$ cat src/rtl/dff_reg_arbiter.sv
// dff_reg_arbiter
//   Round-robin write arbiter in front of a shared WIDTH-bit register.
//   Requesters raise req[i] with their data on wdata[i*WIDTH +: WIDTH].
//   The winner is granted for one cycle. On the following edge its data is
//   written into q, and it receives a one-cycle ack.
//
// Ports
//   clk      rising-edge clock
//   rst_n    asynchronous active-low reset
//   req      [N_REQ-1:0]        write requests
//   wdata    [N_REQ*WIDTH-1:0]  packed write data, one slice per requester
//   clr      synchronous clear of q; aborts any grant in flight
//   gnt      [N_REQ-1:0]        registered grant, one-hot or zero
//   ack      [N_REQ-1:0]        registered write acknowledge, one-cycle pulse
//   q, qb    [WIDTH-1:0]        shared register value and its complement
//   busy     high while the FSM is in GRANT; this is the FSM state as seen
//            from outside
//   last_id  index of the last requester whose write completed
//
// Handshake: a requester keeps req[i] and its wdata slice stable while
//   gnt[i]=1. If it drops req[i] during the grant cycle, the write is
//   aborted. It should drop req[i] once it sees ack[i]. If it does not, it
//   re-competes behind every other active requester.
//
// Optional build macro: DFF_ARB_ASSERT_EN compiles in the SVA checkers.
module dff_reg_arbiter #(
  parameter int N_REQ = 4,
  parameter int WIDTH = 8,
  localparam int IDW = (N_REQ > 1) ? $clog2(N_REQ) : 1
) (
  input  logic                   clk,
  input  logic                   rst_n,
  input  logic [N_REQ-1:0]       req,
  input  logic [N_REQ*WIDTH-1:0] wdata,
  input  logic                   clr,
  output logic [N_REQ-1:0]       gnt,
  output logic [N_REQ-1:0]       ack,
  output logic [WIDTH-1:0]       q,
  output logic [WIDTH-1:0]       qb,
  output logic                   busy,
  output logic [IDW-1:0]         last_id
);

  typedef enum logic {IDLE = 1'b0, GRANT = 1'b1} state_t;

  state_t             state, state_n;
  logic [IDW-1:0]     ptr;
  logic [IDW-1:0]     gnt_idx;
  logic               win_found;
  logic [IDW-1:0]     win_idx;
  logic [N_REQ-1:0]   win_oh;
  logic               do_grant;
  logic               do_write;
  logic [WIDTH-1:0]   wsel;

  // Round-robin search. It starts one past the last writer and wraps.
  always_comb begin
    int             cand;
    logic [IDW-1:0] cand_idx;
    win_found = 1'b0;
    win_idx   = '0;
    cand      = 0;
    cand_idx  = '0;
    for (int k = 1; k <= N_REQ; k++) begin
      cand = int'(ptr) + k;
      if (cand >= N_REQ) cand = cand - N_REQ;
      cand_idx = IDW'(cand);
      if (!win_found && req[cand_idx]) begin
        win_found = 1'b1;
        win_idx   = cand_idx;
      end
    end
  end

  always_comb begin
    win_oh = {{(N_REQ-1){1'b0}}, 1'b1} << win_idx;
  end

  always_comb begin
    wsel = wdata[int'(gnt_idx)*WIDTH +: WIDTH];
  end

  // FSM state register
  always_ff @(posedge clk or negedge rst_n) begin
    if (!rst_n) state <= IDLE;
    else        state <= state_n;
  end

  // Next state and action strobes. clr overrides everything.
  always_comb begin
    state_n  = state;
    do_grant = 1'b0;
    do_write = 1'b0;
    if (clr) begin
      state_n = IDLE;
    end else begin
      case (state)
        IDLE: begin
          if (win_found) begin
            state_n  = GRANT;
            do_grant = 1'b1;
          end
        end
        GRANT: begin
          state_n  = IDLE;
          // A dropped request here is an abort: no write, and ptr is kept.
          do_write = req[gnt_idx];
        end
        default: state_n = IDLE;
      endcase
    end
  end

  // Datapath: grant, acknowledge, register and pointer
  always_ff @(posedge clk or negedge rst_n) begin
    if (!rst_n) begin
      gnt     <= '0;
      ack     <= '0;
      q       <= '0;
      ptr     <= IDW'(N_REQ - 1);
      gnt_idx <= '0;
      last_id <= '0;
    end else begin
      ack <= '0;
      gnt <= '0;
      if (clr) q <= '0;
      if (do_grant) begin
        gnt     <= win_oh;
        gnt_idx <= win_idx;
      end
      if (do_write) begin
        q            <= wsel;
        ack[gnt_idx] <= 1'b1;
        ptr          <= gnt_idx;
        last_id      <= gnt_idx;
      end
    end
  end

  assign qb   = ~q;
  assign busy = (state == GRANT);

`ifdef DFF_ARB_ASSERT_EN
  a_gnt_onehot: assert property (@(posedge clk) $onehot0(gnt))
    else $error("gnt not one-hot/zero: %b", gnt);
  a_ack_onehot: assert property (@(posedge clk) $onehot0(ack))
    else $error("ack not one-hot/zero: %b", ack);
  a_ack_after_gnt: assert property (@(posedge clk) disable iff (!rst_n)
    (ack & ~$past(gnt)) == '0)
    else $error("ack without preceding gnt: %b", ack);
  a_ack_pulse: assert property (@(posedge clk) disable iff (!rst_n)
    (ack != '0) |=> (ack == '0))
    else $error("ack held for two cycles");
  a_qb_inv: assert property (@(posedge clk) qb == ~q)
    else $error("qb != ~q");
  a_rst_q: assert property (@(posedge clk) !rst_n |-> (q == '0))
    else $error("q nonzero during reset");
  a_clr: assert property (@(posedge clk) disable iff (!rst_n)
    clr |=> (ack == '0 && q == '0))
    else $error("clr did not clear q/ack");
  a_busy: assert property (@(posedge clk) busy == (gnt != '0))
    else $error("busy disagrees with gnt");
`else
  // Checkers not compiled in this build.
`endif

endmodule

$ cat config.mk
export PLATFORM = sky130hd
export DESIGN_NAME = dff_reg_arbiter
export DESIGN_NICKNAME = d
export VERILOG_FILES = /design/src/rtl/dff_reg_arbiter.sv
export SDC_FILE = /design/constraint.sdc
export NUM_CORES = 1
export LEC_CHECK = 0
export BUFFER_PORTS_ARGS = -buffer_cell sky130_fd_sc_hd__buf_4
export CAP_MARGIN = 20
export CORE_AREA = 2 2 54 56
export DETAILED_ROUTE_END_ITERATION = 10
export DIE_AREA = 0 0 56 58
export GPL_TIMING_DRIVEN = 1
export PLACE_DENSITY = 0.91
export SLEW_MARGIN = 20
export SYNTH_ARGS = -nofsm -noshare
export SYNTH_HDL_FRONTEND = slang
export SYNTH_SLANG_ARGS = --single-unit
$ cat constraint.sdc
create_clock -name clk -period 3.4 [get_ports clk]
set_clock_uncertainty 0.1 [all_clocks]
set_input_delay 0.68 -clock clk [delete_from_list [all_inputs] [get_ports clk]]
set_output_delay 0.68 -clock clk [all_outputs]
set_load 0.02 [all_outputs]
==> results.yml, run 1 <==
finish:
  most-common-layout-cells: "buf_4 (65), dfrtp_1 (21), nor2_1 (13)"
  instances_no_fill: 193
  nets: 202
  area_growth_pct: 43.82
  fill_cells: 215
  finalCoreUtilization_pct: 65.08
  mostFrequentLayoutCell: "buf_4"
  layout-drive-gt1-share_pct: 52.47
  antennaDiodeCount: 0
power:
  pwr-share-seq_pct: 42.1
  pwr_density_cell_nw_per_um2: 602.3
  peakVddDrop_v: 0.0003815
  leakagePower_nw: 0.8301
  p_clk_share_pct: 11.9
  power_mw: 1.044
  internal_power_uw: 657.8
  netSwitchingPower_uw: 385.9
  netSwitchingFraction_pct: 36.97
  combPwrFrac_pct: 46.0
timing:
  hold_viol_final: 0
  maxSlewHeadroom_pct: 57.83
  max_freq_mhz: 454.7
  finalWorstPathRequiredPeriod_ns: 2.199
  fin_ws_ns: 1.201
  rsz0062_at_grt: "no"
  min_period_over_period_pct: 64.68
  finalMaxSlewViolations: 0
  tns_ns: 0
  setup_viol: 0
  worst_pin_slew_ns: 0.6326
worst_hold_path:
  worst_hold_path_type: "primary input to asynchronous set/reset pin"
clock_network:
  h-tree-depth: 1
  clk_latency_ns: 0.31
  clockBufferDepth: 2
  cts_resized: 0
  root_buffer: "clkbuf_4"
  cts_sinks: 23
  post_cts_buffers: 0
  cts_made_buffers: 3
  postCtsHoldBufs: 0
  cts_tree: "yes"
  clk_pin_slew_ns: 0.12
place:
  post-place-ws_ns: 1.228
  place_inst: 189
  numPortBuffers: 65
  place_congestion: 0.7484
  dp.final_hpwl_um: 2289
floorplanning:
  floorplan.initialDensity_pct: 45.25
  die_w_um: 56
  core_um2: 2663
  num_io_pins: 66
  num_rows: 19
  die_y_um: 58
  die-area_um2: 3248
critical_path:
  worstPathMaxFanout: 15
  critPathCaptureType: "register"
  cp_data_required_time_ns: 3.51
  criticalPathCategory: "register to register"
  start_kind: "register"
  critPathArrivalTime_ns: 2.31
run_status:
  status: "complete, no violations"
synth:
  synth_compound_area_share_pct: 6.334
  synth_top_family_by_area: "multiplexers"
  ys_warn_count: 0
  ys_seq_area_share_pct: 47.98
  synth_cells: 97
  yosys.area_share.simple_pct: 12.15
  ys_seq_elements: 23
  syn_nets: 136
  synth_fa_ha_area_share_pct: 0
  syn_area_um2: 1205
  synth_mux_area_share_pct: 27.93
  synth.avg_cell_area_um2: 12.42
  synth_xor_area_share_pct: 0
  synth_cell_types: 25
drt:
  via_count: 986
  avgViaCountPerCell: 5.109
  dr.pass1.iters: 4
  avgRoutedWirePerCell_um: 14.73
  ant_nets: 0
  drc: 0
  dr.first_iter.drc_count: 11
  wirelength_um: 2843
grt:
  grt_pass1_wl_um: 4657
  grt_antenna_before_repair: 0
  grtUsageTotal_pct: 18.02
  grt_overflow: 0
  grt_max_degree: 24
  grt_pass1_vias: 1055
job:
  max-cap-violations: 0
==> layer usage <==
metal	up-vias	track usage [%]	part of all wire (%)
li1	471	-	-
met1	483	20.44	36
met4	0	3.741	0
met3	0	4.018	5.3
met5	-	0	0
met2	32	34.79	58
==> Yosys cell counts <==
master	instances	area, um2
dfstp_2	2	52.55
dfrtp_1	21	525.5
nand2b_1	2	12.51
a211oi_1	1	7.510
mux2_2	1	11.26
a2bb2oi_1	1	8.760
nand2_1	3	11.26
nor3b_1	1	7.510
o21a_1	1	7.510
o2bb2ai_4	1	27.53
nor2b_1	3	18.77
buf_6	1	11.26
nor2_1	13	48.80
mux2_4	3	45.04
clkbuf_1	2	7.510
mux2i_1	10	100.1
mux4_2	8	180.2
o21ai_0	4	20.02
nor4_1	3	18.77
nor3_1	1	5.000
inv_1	11	41.29
buf_4	1	7.510
or4b_1	1	10.01
nor2b_4	1	13.76
a21oi_1	1	5.000
==> flip-flops by register name (all words and copies together) (netlist names) <==
register and cells:
q 8, ack 4, gnt 4, gnt_idx 2, last_id 2, ptr 2, busy 1
==> logic make-up after synthesis <==
group                  count (synthesis)
flip-flops                            23
buffers and inverters                 15
multiplexers                          22
AND/OR/NAND/NOR                       28
AO/OA/AOI/OAI                          9
==> power by group through the flow <==
stage	Combinational [mW]	Sequential [mW]	Clock (mW)
finish	0.480	0.439	0.124
global route	0.516	0.451	0.141
CTS	0.485	0.441	0.126
detailed placement	0.484	0.445	0
global placement	0.470	0.438	0
floorplan	0.326	0.438	0
==> stage by stage <==
step / hold slack, ns / area (um2)
after floorplan: 0.2844 / 1205
after global placement: 0.4165 / 1705
after detailed placement: 0.4211 / 1705
after CTS: 0.1422 / 1733
after global routing: 0.1382 / 1733
final: 0.1371 / 1733
==> path summary, 6_finish.rpt <==
| kind | start | endpoint | slack (ns) | depth (start not counted) |
|---|---|---|---|---|
| setup / recovery | gnt_idx[1] | last_id[1] | 1.20 | 4 |
| hold / removal | rst_n | gnt[1] | 0.14 | 1 |
| setup reg to reg | gnt_idx[1] | last_id[1] | 1.20 | 4 |
| hold reg to reg | last_id[1] | last_id[1] | 0.46 | 1 |
| max in group asynchronous | rst_n | ptr[0] | 2.79 | 1 |
| min in group clk | last_id[1] | last_id[1] | 0.46 | 1 |
==> worst max-delay path: stages (launching register included) <==
cell and delay, ns:
dfrtp_1 0.75, mux2i_1 0.26, o2bb2ai_4 0.40, nor2b_4 0.27, mux2_4 0.31
==> cell type report <==
| type | instances | area, um2 | share of cell area (%) |
|---|---|---|---|
| flip-flops and latches | 23 | 578.1 | 33.36 |
| multi-input cells | 59 | 559.3 | 32.27 |
| repair buffers | 65 | 488.0 | 28.16 |
| inverters | 11 | 41.29 | 2.383 |
| well taps | 31 | 38.79 | 2.238 |
| clock buffers | 3 | 22.52 | 1.300 |
| clock inverters | 1 | 5.005 | 0.2888 |
No activity file was read; power rests on OpenSTA's default activity.
==> run 2: changes to the inputs <==
--- a/config.mk
+++ b/config.mk
@@ -5,13 +5,14 @@
 export SDC_FILE = /design/constraint.sdc
 export NUM_CORES = 1
 export LEC_CHECK = 0
+export ABC_AREA = 1
 export BUFFER_PORTS_ARGS = -buffer_cell sky130_fd_sc_hd__buf_4
 export CAP_MARGIN = 20
-export CORE_AREA = 2 2 54 56
+export CORE_AREA = 2 2 58 60
 export DETAILED_ROUTE_END_ITERATION = 10
-export DIE_AREA = 0 0 56 58
+export DIE_AREA = 0 0 60 62
 export GPL_TIMING_DRIVEN = 1
-export PLACE_DENSITY = 0.91
+export PLACE_DENSITY = 0.86
 export SLEW_MARGIN = 20
 export SYNTH_ARGS = -nofsm -noshare
 export SYNTH_HDL_FRONTEND = slang
==> constraint.sdc (replaced) <==
create_clock -name clk -period 2.07 [get_ports clk]
set_clock_uncertainty 0.1 [all_clocks]
set_input_delay 0.414 -clock clk [delete_from_list [all_inputs] [get_ports clk]]
set_output_delay 0.414 -clock clk [all_outputs]
set_load 0.02 [all_outputs]
==> run 2 against run 1 <==
Net effect:
- global-route usage rose by 1.6 points
- register-to-register slack got worse by 0.91 ns
- first-iteration DRC count rose to 3.8 times the previous value
- non-clock buffer count rose by 1
- largest power group unchanged
==> results.yml, run 2 <==
run_status:
  status: "complete, no violations"
drt:
  avgRoutedWirePerCell_um: 11.11
  ant_nets: 0
  via_count: 1366
  wirelength_um: 3254
  dr.first_iter.drc_count: 42
  drc: 0
  avgViaCountPerCell: 4.662
  dr.pass1.iters: 4
grt:
  grt_antenna_before_repair: 0
  grt_max_degree: 24
  grt_overflow: 0
  grtUsageTotal_pct: 19.65
  grt_pass1_vias: 1286
  grt_pass1_wl_um: 5457
place:
  numPortBuffers: 65
  dpl_cell_area_um2: 1841
  place_congestion: 0.8811
  dp.final_hpwl_um: 2613
  post-place-ws_ns: 0.3221
  place_inst: 288
synth:
  synth_edf_count: 0
  ys_seq_elements: 23
  syn_area_um2: 1325
  ys_seq_area_share_pct: 43.63
  synth_top_cells_by_count: "nand2_1 (75), dfrtp_1 (21), inv_1 (18)"
  ys_top_cells_by_area: "dfrtp_1 (40%), nand2_1 (21%), nand3_1 (5.7%)"
  yosysTopAreaCellShare_pct: 39.66
  synth.largest_area_cell: "dfrtp_1"
  ys_warn_count: 0
  synth_cells: 180
  synth.avg_cell_area_um2: 7.361
  synth_cell_types: 22
  synth.most_common_cell: "nand2_1"
  syn_nets: 219
  ys.flop_type: "dfrtp_1"
  synthArstFlopShare_pct: 100.0
finish:
  postLayoutCellArea_um2: 1878
  antennaDiodeCount: 0
  finalCoreUtilization_pct: 59.07
  layout-drive-gt1-share_pct: 35.22
  most-common-layout-cells: "nand2_1 (75), buf_4 (65), dfrtp_1 (21)"
  largest_reg_flops: 8
  top_regs: "q: 8 flops, ack: 4 flops, gnt: 4 flops"
  area_growth_pct: 41.74
  mostFrequentLayoutCell: "nand2_1"
  nets: 287
  top_register: "q"
  instances_no_fill: 293
critical_path:
  r2r_slack_ns: 0.29
  worstPathMaxFanout: 12
  reg2reg_depth: 8
  critPathCaptureType: "register"
  r2r_start: "gnt_idx[0]"
  critPathArrivalTime_ns: 1.94
  r2r-end: "ptr[0]"
  cp_data_required_time_ns: 2.23
  start_kind: "register"
  criticalPathCategory: "register to register"
power:
  leakagePower_nw: 1.036
  pwr_density_cell_nw_per_um2: 1253
  power_mw: 2.354
  peakVddDrop_v: 0.0007099
timing:
  worst_pin_slew_ns: 0.3980
  setup_viol: 0
  maxSlewHeadroom_pct: 73.47
  finalWorstPathRequiredPeriod_ns: 1.784
  hold_viol_final: 0
  tns_ns: 0
  rsz0062_at_grt: "no"
  fin_ws_ns: 0.2861
  whs_ns: 0.3127
  max_freq_mhz: 560.6
  finalMaxSlewViolations: 0
  min_period_over_period_pct: 86.18
clock_network:
  cts_tree: "yes"
  clk_pin_slew_ns: 0.13
  clk_latency_ns: 0.32
  cts_sinks: 23
  root_buffer: "clkbuf_4"
  clockBufferDepth: 2
  h-tree-depth: 1
  cts_made_buffers: 3
floorplanning:
  num_rows: 21
  die_y_um: 62
  floorplan.initialDensity_pct: 41.68
  num_io_pins: 66
  die-area_um2: 3720
  die_w_um: 60
  core_um2: 3179
worst_hold_path:
  holdCritStartpoint: "wdata[23]"
  worst_hold_path_type: "primary input to register"
  worstHoldPathCells: 5
  hold_end: "q[7]"
job:
  max-cap-violations: 0
run 2: cell count changes in the layout (fill, tap and decap cells not counted), moves of 5 or more:
cell,delta
a22oi_1,+8
mux2i_1,-10
nand2_1,+72
mux4_2,-8
inv_1,+7
nand3_1,+15
inv_2,+5
run 2: final cells by class:
type	count	area (um2)
Clock inverter	1	5.005
Multi-Input combinational cell	129	618.1
Fill cell	308	1301
Tap cell	46	57.56
Timing Repair Buffer	66	498.0
Inverter	25	98.84
Sequential cell	23	578.1
Clock buffer	3	22.52
run 2: where the power goes:
group	leakage [nW]	switching (mW)	internal, mW
sequential	0.304	0.148	0.597
combinational	0.714	0.860	0.533
clock	0.0177	0.144	0.0725
run 2: cell families after synthesis:
family / count (synthesis) / share of synthesized area [%]
AO/OA/AOI/OAI: 21 / 11.80
buffers and inverters: 28 / 9.726
flip-flops: 23 / 43.63
AND/OR/NAND/NOR: 108 / 34.84
run 2: metal layers:
layer  up-vias  routed length [um]  GRT usage (%)
met2        31                1662          33.70
met4         0                  79          10.48
met5         -                   0              0
li1        704                   -              -
met3         8                  91          3.106
met1       623                1421          23.78
run 2: worst max path at each step:
| stage | startpoint | cells past startpoint | slack, ns | end |
|---|---|---|---|---|
| after global placement | gnt_idx[0] | 8 | 0.33 | ack[2] |
| after floorplan | ptr[0] | 12 | 0.44 | gnt_idx[0] |
| final | gnt_idx[0] | 8 | 0.29 | ptr[0] |
| after detailed placement | gnt_idx[0] | 8 | 0.32 | ack[2] |
| after global routing | ptr[0] | 11 | 0.09 | gnt_idx[0] |
| after CTS | gnt_idx[0] | 8 | 0.29 | ack[2] |
run 2: worst max-delay path, stage by stage (launching register included):
cell and delay (ns):
dfrtp_1 0.61, nand2_1 0.15, inv_2 0.18, a22oi_2 0.10, nand2_2 0.10, nand3_4 0.10, inv_4 0.15, nand2_1 0.12
o21ai_2 0.10
run 2: repair_timing:
item,4_1_cts,5_1_grt
resized for setup,0,0
hold endpoints to repair,21,0
hold buffers,1,0
buffers inserted,0,0
==> run 3: changes to the inputs <==
==> config.mk (replaced) <==
export PLATFORM = sky130hd
export DESIGN_NAME = dff_reg_arbiter
export DESIGN_NICKNAME = d
export VERILOG_FILES = /design/src/rtl/dff_reg_arbiter.sv
export SDC_FILE = /design/constraint.sdc
export NUM_CORES = 1
export LEC_CHECK = 0
export ABC_AREA = 0
export BUFFER_PORTS_ARGS = -buffer_cell sky130_fd_sc_hd__buf_4
export CAP_MARGIN = 20
export CORE_AREA = 2 2 43 75
export DETAILED_ROUTE_END_ITERATION = 10
export DIE_AREA = 0 0 45 77
export GPL_TIMING_DRIVEN = 1
export PLACE_DENSITY = 0.86
export SYNTH_ARGS = -nofsm -noshare
export SYNTH_HDL_FRONTEND = slang
export SYNTH_SLANG_ARGS = --single-unit
==> run 3 against run 2 <==
Net effect:
- routed wire length decreased by 4.1%
- critical path depth is 4 lower
- fmax down 2.9%
- critical endpoint is now last_id[1]
- largest cell class is now registers
==> results.yml, run 3 (synthesis results as in run 1) <==
drt:
  avgRoutedWirePerCell_um: 16.17
  dr.pass1.iters: 4
  avgViaCountPerCell: 5.352
  ant_nets: 0
  via_count: 1033
  wirelength_um: 3120
  drc: 0
  dr.first_iter.drc_count: 12
floorplanning:
  die_w_um: 45
  core_um2: 2863
  num_io_pins: 66
  num_rows: 26
  floorplan.initialDensity_pct: 42.09
  die-area_um2: 3465
  die_y_um: 77
timing:
  setup_viol: 0
  worst_pin_slew_ns: 0.5326
  fin_ws_ns: 0.2328
  tns_ns: 0
  min_period_over_period_pct: 88.76
  rsz0062_at_grt: "no"
  hold_viol_final: 0
  finalWorstPathRequiredPeriod_ns: 1.837
  finalMaxSlewViolations: 0
  maxSlewHeadroom_pct: 64.12
  max_freq_mhz: 544.3
finish:
  antennaDiodeCount: 0
  layout-drive-gt1-share_pct: 52.73
  nets: 205
  mostFrequentLayoutCell: "buf_4"
  seq_area_um2: 578.1
  area_growth_pct: 47.14
  most-common-layout-cells: "buf_4 (67), dfrtp_1 (21), nor2_1 (13)"
  top_regs: "q: 8 flops, ack: 4 flops, gnt: 4 flops"
  fill_cells: 225
  instances_no_fill: 193
  top_register: "q"
  largest_reg_flops: 8
  multiInputGateArea_um2: 559.3
worst_hold_path:
  worstHoldPathCells: 2
  hold_end: "q[4]"
  worst_hold_path_type: "primary input to register"
  holdCritStartpoint: "clr"
clock_network:
  clockBufferDepth: 2
  clk_latency_ns: 0.26
  clk_pin_slew_ns: 0.08
  h-tree-depth: 1
  cts_tree: "yes"
  post_cts_buffers: 0
  cts_made_buffers: 3
  cts_sinks: 23
  root_buffer: "clkbuf_8"
critical_path:
  r2r_start: "gnt_idx[0]"
  cp_slowest_cell: "dfrtp_1"
  critPathArrivalTime_ns: 1.89
  worstPathCellList: "nor2b_1 -> o2bb2ai_4 -> nor2b_4 -> mux2_4"
  crit_family: "simple AND/OR/NAND/NOR gates"
  cp_data_required_time_ns: 2.12
  start_kind: "register"
  crit_buf_inv: 0
  reg2reg_depth: 4
  criticalPathCategory: "register to register"
  critPathCaptureType: "register"
  r2r-end: "last_id[1]"
  worstPathMaxFanout: 9
  r2r_slack_ns: 0.23
  cpPeakStageDelay_ns: 0.48
power:
  peakVddDrop_v: 0.0005552
  netSwitchingPower_uw: 666.0
  p_clk_share_pct: 14.5
  netSwitchingFraction_pct: 36.34
  internal_power_mw: 1.167
  leakagePower_nw: 0.8518
  combPwrFrac_pct: 48.8
  pwr_density_cell_nw_per_um2: 1034
  pwr-share-seq_pct: 36.7
  power_mw: 1.833
place:
  place_inst: 188
  numPortBuffers: 65
  place_congestion: 0.8130
  post-place-ws_ns: 0.2577
  dp.final_hpwl_um: 2484
job:
  max-cap-violations: 0
grt:
  grt_pass1_vias: 1068
  grt_antenna_before_repair: 0
  grt_overflow: 0
  grt_max_degree: 24
  grtUsageTotal_pct: 18.90
  grt_pass1_wl_um: 4843
run_status:
  status: "complete, no violations"
[run 3: changes by cell type in the layout (fill, tap and decap cells not counted), sizes merged, moves of 6 or more]
cell / delta
nand3: -16
mux4: +8
mux2i: +10
nand2: -74
a22oi: -10
o21ai: -6
inv: -14
[run 3: how the worst max path moves through the flow]
stage	from	endpoint	slack (ns)	depth (start not counted)
after floorplan	busy	last_id[1]	0.35	4
after detailed placement	req[1]	last_id[1]	0.26	5
final	gnt_idx[0]	last_id[1]	0.23	4
after CTS	gnt_idx[0]	last_id[1]	0.24	4
after global routing	gnt_idx[0]	last_id[1]	0.12	4
after global placement	req[3]	last_id[1]	0.29	5
[run 3: area by class of cell]
cell class | instances | share of cell area [%]
flip-flops and latches | 23 | 32.60
inverters | 11 | 2.329
well taps | 28 | 1.976
repair buffers | 68 | 28.93
clock buffers | 3 | 2.329
clock inverters | 1 | 0.2823
multi-input cells | 59 | 31.55
[run 3: what timing repair did]
item                                   in CTS  in global routing
gates resized for setup                     0                  0
hold buffers                                1                  0
endpoints found under the hold margin      21                  0
[run 3: metrics by stage]
step	utilization, %	hold WS [ns]	instance area [um2]
CTS	61.93	0.3245	1773
finish	61.93	0.3337	1773
detailed placement	59.97	0.2131	1717
floorplan	-	0.01841	1205
global route	61.93	0.3375	1773
global placement	59.97	0.2105	1717
[run 3: power groups by stage]
stage	logic, mW	registers [mW]	clock network, mW
global placement	0.872	0.665	0
floorplan	0.535	0.719	0
CTS	0.906	0.668	0.275
finish	0.895	0.672	0.266
detailed placement	0.900	0.674	0
global route	0.963	0.682	0.293
[run 3: metal layers]
layer	track usage, %	wire length [um]	vias to the layer above
li1	-	-	477
met3	2.824	253	0
met5	0	0	-
met2	34.86	1873	48
met4	9.412	0	0
met1	18.79	994	508
